$ cat src/rtl/ram_fifo_pkg.sv
// Shared defaults and grant encoding for the RAM-backed FIFO controller.
// Optional error counter is enabled by defining FIFO_ERR_CNT_EN.
package ram_fifo_pkg;

  localparam int ADDR_LINES_DEF = 10;
  localparam int LOC_SIZE_DEF   = 32;
  localparam int ERR_CNT_W      = 8;

  typedef enum logic [1:0] {
    GNT_NONE = 2'd0,
    GNT_WR   = 2'd1,
    GNT_RD   = 2'd2
  } gnt_e;

endpackage

$ cat src/rtl/rr_arb2.sv
// Two-requester round-robin arbiter for the single RAM port.
// Priority toggles only when both requesters collide.
module rr_arb2
  import ram_fifo_pkg::*;
(
  input  logic clk,
  input  logic rst_n,
  input  logic wreq,
  input  logic rreq,
  output gnt_e grant,
  output logic wr_avail
);

  logic r_last_wr;

  // a write can only lose when a read competes and the write went last
  assign wr_avail = !(rreq && r_last_wr);

  // grant the single RAM op for this cycle
  always_comb begin
    grant = GNT_NONE;
    if (wreq && rreq)
      grant = r_last_wr ? GNT_RD : GNT_WR;
    else if (wreq)
      grant = GNT_WR;
    else if (rreq)
      grant = GNT_RD;
  end

  // remember who won the last collision
  always_ff @(posedge clk) begin
    if (!rst_n)
      r_last_wr <= 1'b0;
    else if (wreq && rreq)
      r_last_wr <= ~r_last_wr;
  end

endmodule

$ cat src/rtl/ram_fifo_ctrl.sv
// FIFO controller over a single-port synchronous RAM, head word in RAM output reg.
// Define FIFO_ERR_CNT_EN to add the saturating blocked-push counter err_cnt.
module ram_fifo_ctrl
  import ram_fifo_pkg::*;
#(
  parameter int ADDR_LINES = ADDR_LINES_DEF,
  parameter int LOC_SIZE   = LOC_SIZE_DEF
) (
  input  logic                  clk,
  input  logic                  rst_n,
  input  logic                  push_valid,
  input  logic [LOC_SIZE-1:0]   push_data,
  output logic                  push_ready,
  output logic                  pop_valid,
  output logic [LOC_SIZE-1:0]   pop_data,
  input  logic                  pop_ready,
  output logic [ADDR_LINES:0]   count,
  output logic                  full,
  output logic                  empty,
  output logic                  mem_wr,
  output logic                  mem_en,
  output logic [ADDR_LINES-1:0] mem_wr_addr,
  output logic [ADDR_LINES-1:0] mem_rd_addr,
  output logic [LOC_SIZE-1:0]   mem_wr_data,
  input  logic [LOC_SIZE-1:0]   mem_rd_data
`ifdef FIFO_ERR_CNT_EN
  ,
  output logic [ERR_CNT_W-1:0]  err_cnt
`endif
);

  localparam int CW    = ADDR_LINES + 1;
  localparam int DEPTH = 2 ** ADDR_LINES;

  logic [ADDR_LINES-1:0] r_wptr;
  logic [ADDR_LINES-1:0] r_rptr;
  logic [CW-1:0]         r_ram_cnt;
  logic                  r_pop_valid;

  logic w_full;
  logic w_wreq;
  logic w_rreq;
  logic w_wr_avail;
  logic w_wr;
  logic w_rd;
  gnt_e w_grant;

  assign w_full = (r_ram_cnt == CW'(DEPTH));

  // requests are suppressed in reset so no RAM op leaks out
  assign w_wreq = rst_n && push_valid && !w_full;
  assign w_rreq = rst_n && (r_ram_cnt != '0)
               && (!r_pop_valid || pop_ready);

  rr_arb2 u_arb (
    .clk      (clk),
    .rst_n    (rst_n),
    .wreq     (w_wreq),
    .rreq     (w_rreq),
    .grant    (w_grant),
    .wr_avail (w_wr_avail)
  );

  assign w_wr = (w_grant == GNT_WR);
  assign w_rd = (w_grant == GNT_RD);

  // ready does not look at push_valid: only fill state and read demand
  assign push_ready = rst_n && !w_full && w_wr_avail;

  assign pop_valid = r_pop_valid;
  assign pop_data  = mem_rd_data;
  assign full      = w_full;
  assign count     = r_ram_cnt + CW'(r_pop_valid);
  assign empty     = (count == '0);

  assign mem_en      = w_wr || w_rd;
  assign mem_wr      = w_wr;
  assign mem_wr_addr = r_wptr;
  assign mem_rd_addr = r_rptr;
  assign mem_wr_data = push_data;

  // pointers and RAM occupancy; pointers wrap naturally at DEPTH
  always_ff @(posedge clk) begin
    if (!rst_n) begin
      r_wptr    <= '0;
      r_rptr    <= '0;
      r_ram_cnt <= '0;
    end else begin
      if (w_wr)
        r_wptr <= r_wptr + 1'b1;
      if (w_rd)
        r_rptr <= r_rptr + 1'b1;
      r_ram_cnt <= r_ram_cnt + CW'(w_wr) - CW'(w_rd);
    end
  end

  // head valid follows a read and drops when popped without refill
  always_ff @(posedge clk) begin
    if (!rst_n)
      r_pop_valid <= 1'b0;
    else if (w_rd)
      r_pop_valid <= 1'b1;
    else if (r_pop_valid && pop_ready)
      r_pop_valid <= 1'b0;
  end

`ifdef FIFO_ERR_CNT_EN
  logic [ERR_CNT_W-1:0] r_err_cnt;

  assign err_cnt = r_err_cnt;

  // count cycles where a push is blocked by a full FIFO, saturating
  always_ff @(posedge clk) begin
    if (!rst_n)
      r_err_cnt <= '0;
    else if (push_valid && w_full && (r_err_cnt != '1))
      r_err_cnt <= r_err_cnt + 1'b1;
  end
`endif

endmodule

$ cat config.mk
export PLATFORM = sky130hd
export DESIGN_NAME = ram_fifo_ctrl
export DESIGN_NICKNAME = d
export VERILOG_FILES = /design/src/rtl/ram_fifo_pkg.sv /design/src/rtl/rr_arb2.sv /design/src/rtl/ram_fifo_ctrl.sv
export SDC_FILE = /design/constraint.sdc
export NUM_CORES = 1
export LEC_CHECK = 0
export CAP_MARGIN = 10
export CORE_MARGIN = 5
export CORE_UTILIZATION = 37
export CTS_CLUSTER_SIZE = 40
export DETAILED_ROUTE_END_ITERATION = 6
export HOLD_SLACK_MARGIN = 0.06
export PLACE_DENSITY = 0.85
export SYNTH_ARGS = -nofsm -noshare
export SYNTH_HDL_FRONTEND = slang
export SYNTH_SLANG_ARGS = --single-unit
$ cat constraint.sdc
create_clock -name clk -period 5.2 [get_ports clk]
set_clock_uncertainty 0.1 [all_clocks]
set_input_delay 1.04 -clock clk [delete_from_list [all_inputs] [get_ports clk]]
set_output_delay 1.04 -clock clk [all_outputs]
set_load 0.005 [all_outputs]
==> summary.md, run 1 <==
| Metric | Value |
|---|---|
| Starting Density | `0.384` |
| VDD IR max | `between 150 and 200 uV` |
| Status | `finished, final reports clean` |
| Hold Crit Class | `reg2reg` |
| Syn_area_per_cell | `roughly 8.6 sq um` |
| Crit-path max FO | `7` |
| Post-Synth Adder-Cell Area | `0.145` |
| Synth cell count leaders | `buf_4 (64), dfxtp_1 (33), ha_1 (29)` |
| Sequential fraction of the synthesis area | `0.250` |
| Mapped Area | `2640 sq um` |
| Site Rows | `30` |
| Ratio of cells with drive above 1 in the final layout | `0.0451` |
| Hold-fix buffers, CTS | `0` |
| FF+latch count, synth | `33` |
| Leak | `0.00110 uW` |
| Setup ws final | `between 0.8 and 0.9 ns` |
| Met2 Routed Length | `2.57 mm` |
| Main combinational cell family by area after synthesis | `buffers and inverters` |
| Fmax | `between 200 and 250 MHz` |
| # Max-Cap Violations | `0` |
| Slew headroom | `0.674` |
| Final HPWL DP | `4.20 mm` |
| CP endpoint kind | `flop` |
| Worst-path clk slew | `around 0.070 ns` |
| Antenna violations before repair | `0` |
| Layout net count | `385` |
| Compound-Gate Fraction of Synth Area | `0.0811` |
| Clk_lat worst skew | `around 0.28 ns` |
| # IOs | `about 170` |
| Worst Hold Margin | `approximately 0.42 ns` |
| Antenna-violating nets left | `0` |
| Post-CTS Resized | `0` |
| WP data arrival | `4.45 ns` |
| Drt wl/cell | `between 10 and 15 microns` |
| Async S/R FF share, synth | `0` |
| # diodes | `0` |
| CP required | `around 5.3 ns` |
| Core ar. | `approximately 7000 sq um` |
| Startpoint type of the worst setup path | `primary input` |
| PwrDens | `between 400 and 500 nW/um^2` |
| Routability cong. | `0.830` |
| Top-area cell type share of the netlist area | `0.250` |
| Post-synthesis mux area share | `0.0114` |
| DRT iter0 DRCs | `between 60 and 70` |
| I/O Buffers | `40` |
| CTS tree | `yes` |
| Grt total ovfl | `0` |
| DRT met1 WL | `between 2 and 2.5 mm` |
| Largest net degree at the start of global routing | `36` |
| Final wirelength | `between 5 and 6 mm` |
| Worst Tran Pin Value | `approximately 0.48 ns` |
| Largest cells by area after synthesis | `dfxtp_1 (25%), buf_4 (18%), ha_1 (14%)` |
| Root buf cell | `clkbuf_8` |
| Die Area | `a little under 9000 sq um` |
| Synth area leader | `dfxtp_1` |
| Mapped Cells | `307` |
| Total number of yosys warnings | `0` |
| DRT Pass-1 Iters | `4` |
| # H-tree levels | `2` |
| Pre-CTS setup slack | `approximately 0.56 ns` |
| Final hold violations | `0` |
| Synth Flop Type | `dfxtp_1` |
| Post-synth EDFFs | `0` |
| Kind of critical path | `in2reg` |
| Die height | `94.5 microns` |
| Routed via count | `approximately 1800` |
| Number of remaining DRC errors | `0` |
| Post-CTS Setup Inserts | `0` |
| First-pass GRT wire length | `about 9 mm` |
| Uppermost layer routed | `met4` |
| Met3 wire length | `about 400 microns` |
| Max Slew Vio Count | `0` |
| Vias/cell | `just under 5` |
| Number of global-route vias before repair | `between 1500 and 2000` |
| Yosys cell types | `39` |
| CTS max path bufs | `2` |
| XOR/XNOR share of the synthesized area | `0.0996` |
| Part of the cycle the worst path needs | `0.841` |
| Area growth, synth to finish | `4.36%` |
| R2R Setup Slk | `~0.96 ns` |
| Unrepaired setup endpoints after global routing | `false` |
| Total global-route track usage | `0.124` |
| Setup violators final | `0` |
| Die width | `94.5 microns` |
| CTS sink cnt | `33` |
| Post-Synth Simple-Gate Area | `0.191` |
| Net Count, Synth | `405` |
| TritonCTS Buffers | `5` |
| Cell with the most instances after synthesis | `buf_4` |
| Final setup TNS | `0 ns` |
| Final min period | `4.37 ns` |
[report_power, final]
part	leakage, uW	total, uW	switching (uW)	internal, uW
Combinational	0.000787	808	396	411
Sequential	0.000270	367	64.4	303
Clock	0.0000450	185	92.2	92.7
Total	0.00110	1360	553	807
[final timing paths]
path,endpoint,cells past startpoint,from
max reg2reg,r_ram_cnt[10],16,r_ram_cnt[6]
min,mem_rd_addr[6],2,mem_rd_addr[6]
min reg2reg,mem_rd_addr[6],2,mem_rd_addr[6]
max,r_ram_cnt[10],14,pop_ready
[cell usage in the layout, fill, tap and decap left out, types with 4 or more instances in the layout]
cell             instances
a21boi_0                 6
a21oi_1                  4
and2_1                  23
clkbuf_8                 5
clkdlybuf4s50_1         40
dfxtp_1                 33
ha_1                    29
inv_1                   24
nand2_1                 16
nand3_1                  6
nand4_1                  9
nor2_1                   9
nor2b_1                  5
o21ai_0                  9
or3_1                    5
xnor2_1                 24
xor2_1                   6
[through the flow]
step,util,power [uW],instances,instance area (sq um)
2_1_floorplan,-,960,307,2640
3_3_place_gp,0.389,1130,376,2670
3_5_place_dp,0.389,1170,376,2670
4_1_cts,0.401,1370,384,2750
5_1_grt,0.401,1470,384,2750
6_report,0.401,1360,384,2750
[area by class of cell]
type | count | area, sq um
repair buffers | 41 | 408
fillers | 671 | 4120
clock inverters | 2 | 10.0
multi-input cells | 182 | 1390
flip-flops and latches | 33 | 661
well taps | 96 | 120
inverters | 24 | 90.1
clock buffers | 6 | 72.6
[metal layers]
| metal | track usage | vias to the layer above |
|---|---|---|
| li1 | - | 908 |
| met1 | 0.132 | 848 |
| met2 | 0.219 | 60 |
| met3 | 0.0406 | 31 |
| met4 | 0.0613 | 0 |
| met5 | 0 | - |
[registers in the layout, summed over array words and instances, names as in the netlist]
register	count
r_ram_cnt	11
mem_rd_addr	10
mem_wr_addr	10
pop_valid	1
u_arb.r_last_wr	1
[worst max-delay path, stage by stage]
cell,delay (ns)
clkdlybuf4s50_1,0.40
nand2b_1,0.19
a31oi_1,0.28
nand2_1,0.09
ha_1,0.31
ha_1,0.32
inv_1,0.04
ha_1,0.20
fa_1,0.42
a211o_2,0.35
a311oi_2,0.28
nor4_1,0.13
nor4_2,0.21
and3b_1,0.20
[cell families after synthesis]
logic type,count (synthesis)
buffers and inverters,92
and+or+nand+nor,88
DFF,33
AOI/OAI and AO/OA,31
xor gates and xnor gates,30
adders and majority gates,30
muxes,3
(Power assumes the default switching activity.)
==> run 2: changes to the inputs <==
Settings changed: CORE_UTILIZATION 37 to 34, PLACE_DENSITY 0.85 to 0.82.
Clock period 5.2 ns to 3.59 ns, I/O delays scaled along.
==> summary.md, run 2 (synthesis gave the netlist of run 1 again) <==
| Metric | Value |
|---|---|
| Status | `complete, but fails checks` |
| Violated checks | `negative setup slack` |
| Final wirelength | `5.76 mm (+7.8%)` |
| CTS sink cnt | `33 (unchanged)` |
| Worst Hold Margin | `0.399 ns (-0.0225 ns)` |
| Ratio of cells with drive above 1 in the final layout | `0.205 (+0.160)` |
| # H-tree levels | `2 (unchanged)` |
| TritonCTS Buffers | `5 (unchanged)` |
| Most frequent cells in the layout | `clkdlybuf4s50_1 (39), dfxtp_1 (30), buf_4 (29)` |
| Worst path cell trace | `clkdlybuf4s50_1 -> nand2b_1 -> a31oi_4 -> nand2_1 -> ha_2 -> ha_4 -> inv_2 -> ha_4 -> fa_2 -> a211o_4 -> a311oi_4 -> nor4_2 -> nor4_2 -> and3b_1` |
| # IOs | `169 (unchanged)` |
| Root buf cell | `clkbuf_8` |
| Final setup TNS | `-0.286 ns (-0.286 ns)` |
| Number of global-route vias before repair | `2030 (+2.8%)` |
| Hold-fix buffers, CTS | `0 (unchanged)` |
| Core ar. | `7650 sq um (+11%)` |
| DRT Pass-1 Iters | `4 (unchanged)` |
| Final HPWL DP | `4.19 mm (-0.20%)` |
| Cell family with most CP delay | `adder cells` |
| Final hold violations | `0 (unchanged)` |
| Die width | `98.1 microns (+3.9%)` |
| I/O Buffers | `40 (unchanged)` |
| Area growth, synth to finish | `19.8%` |
| Die Area | `9620 sq um (+7.9%)` |
| VDD IR max | `222 uV (+23%)` |
| Crit-path max FO | `4 (-3)` |
| Commonest non-fill, non-tap cell in the layout | `clkdlybuf4s50_1` |
| Vias/cell | `4.66 (-3.0%)` |
| CP required | `3.67 ns (-1.61 ns)` |
| Startpoint type of the worst setup path | `primary input` |
| Worst-path clk slew | `0.07 ns (about the same)` |
| # Max-Cap Violations | `0 (unchanged)` |
| WP data arrival | `3.84 ns (-0.61 ns)` |
| Final min period | `roughly 3.8 ns` |
| Clk_lat worst skew | `0.29 ns (about the same)` |
| # diodes | `0 (unchanged)` |
| Routability cong. | `0.807 (-2.8%)` |
| CP max stage delay | `0.40 ns (-0.02 ns)` |
| Number of flip-flops in the largest register | `11 (unchanged)` |
| Critical path's slowest cell | `clkdlybuf4s50_1` |
| Setup violators final | `2 (+2)` |
| CP bufs+invs | `2 (unchanged)` |
| Setup ws final | `-0.165 ns (-0.991 ns)` |
| Starting Density | `0.345 (-0.0391)` |
| Final Cell Area | `3160 sq um (+15%)` |
| Unrepaired setup endpoints after global routing | `true` |
| Largest net degree at the start of global routing | `35 (-2.8%)` |
| Most flop-heavy register | `r_ram_cnt` |
| Drt wl/cell | `13.8 microns (-1.2%)` |
| Leak | `0.00127 uW (+15%)` |
| Routed via count | `1954 (+5.8%)` |
| Die height | `98.1 microns (+3.9%)` |
| Slew headroom | `0.762 (+0.0879)` |
| PwrDens | `755 nW/um^2 (+53%)` |
| CTS max path bufs | `2 (unchanged)` |
| DRT iter0 DRCs | `57 (-14%)` |
| Post-placement cell area | `2870 sq um (+7.4%)` |
| Grt total ovfl | `0 (unchanged)` |
| CP endpoint kind | `flop` |
| Antenna-violating nets left | `0 (unchanged)` |
| Antenna violations before repair | `0 (unchanged)` |
| Max Slew Vio Count | `0 (unchanged)` |
| CTS tree | `yes` |
| Number of remaining DRC errors | `0 (unchanged)` |
| First-pass GRT wire length | `9.06 mm (+0.45%)` |
| Worst Tran Pin Value | `0.355 ns (-0.130 ns)` |
| Layout net count | `414 (+7.5%)` |
| Part of the cycle the worst path needs | `1.05` |
| Hold Crit Class | `reg2reg` |
| Fmax | `266 MHz` |
| Total global-route track usage | `0.112 (-0.0123)` |
| Kind of critical path | `in2reg` |
| Site Rows | `32 (+6.7%)` |
==> run 2: cell count changes in the layout (fill, tap and decap cells not counted), moves of 3 or more <==
cell,change
buf_4,+28
dfxtp_1,-3
dfxtp_2,+3
inv_2,+3
ha_4,+5
inv_1,-3
ha_1,-7
==> run 2: metrics by stage <==
stage / power (uW) / std cells / util / setup slack [ns]
after detailed placement: 1850 / 406 / 0.375 / -0.457
final: 2390 / 419 / 0.413 / -0.165
after CTS: 2260 / 415 / 0.398 / -0.0943
after floorplan: 1400 / 307 / - / 0.00478
after global placement: 1810 / 406 / 0.375 / -0.366
after global routing: 2570 / 419 / 0.413 / -0.290
==> run 2: final timing paths <==
path	startpoint	slack, ns	cells after the start	end
worst max register to register	r_ram_cnt[5]	-0.16	17	r_ram_cnt[10]
worst min-delay path	mem_wr_addr[9]	0.40	2	mem_wr_addr[9]
worst min register to register	mem_wr_addr[9]	0.40	2	mem_wr_addr[9]
worst max-delay path	pop_ready	-0.17	14	r_ram_cnt[10]
==> run 2: layout make-up <==
cell class | instances | area, sq um
Clock buffer | 5 | 68.8
Sequential cell | 33 | 664
Inverter | 24 | 90.1
Clock inverter | 3 | 17.5
Timing Repair Buffer | 70 | 632
Fill cell | 727 | 4490
Multi-Input combinational cell | 182 | 1560
Tap cell | 102 | 128
==> run 2: worst register-to-register path: cells and delay by family (launching register included) <==
family | cells | cell delay (ns)
fa+ha+maj | 5 | 0.99
compound gates | 3 | 0.88
flops | 1 | 0.32
simple gates | 6 | 1.08
buf+inv | 3 | 0.28
==> run 2: report_power, final <==
part | leakage, uW | internal (uW) | switching (uW) | total [uW]
logic | 0.000951 | 864 | 747 | 1610
registers | 0.000270 | 442 | 52.9 | 495
clock network | 0.0000439 | 134 | 147 | 281
total | 0.00127 | 1440 | 946 | 2390
==> run 2: timing repair <==
action                     in CTS  in global routing
setup endpoints to repair       6                  8
hold endpoints to repair        0                  0
resized for setup              15                 15
buffers inserted                1                  4
pin swaps                       9                  8
==> run 2: routing by layer <==
layer / up-vias / share of wire / track usage
met5: - / 0 / 0
met4: 0 / 0.019 / 0.0405
met3: 19 / 0.068 / 0.0407
met2: 62 / 0.51 / 0.206
met1: 907 / 0.40 / 0.115
li1: 966 / - / -
==> run 3: changes to the inputs <==
Settings changed: CTS_CLUSTER_DIAMETER set to 150.
==> results of run 3 <==
Same layout as run 2: the final DEF is identical, and so are final timing and power.
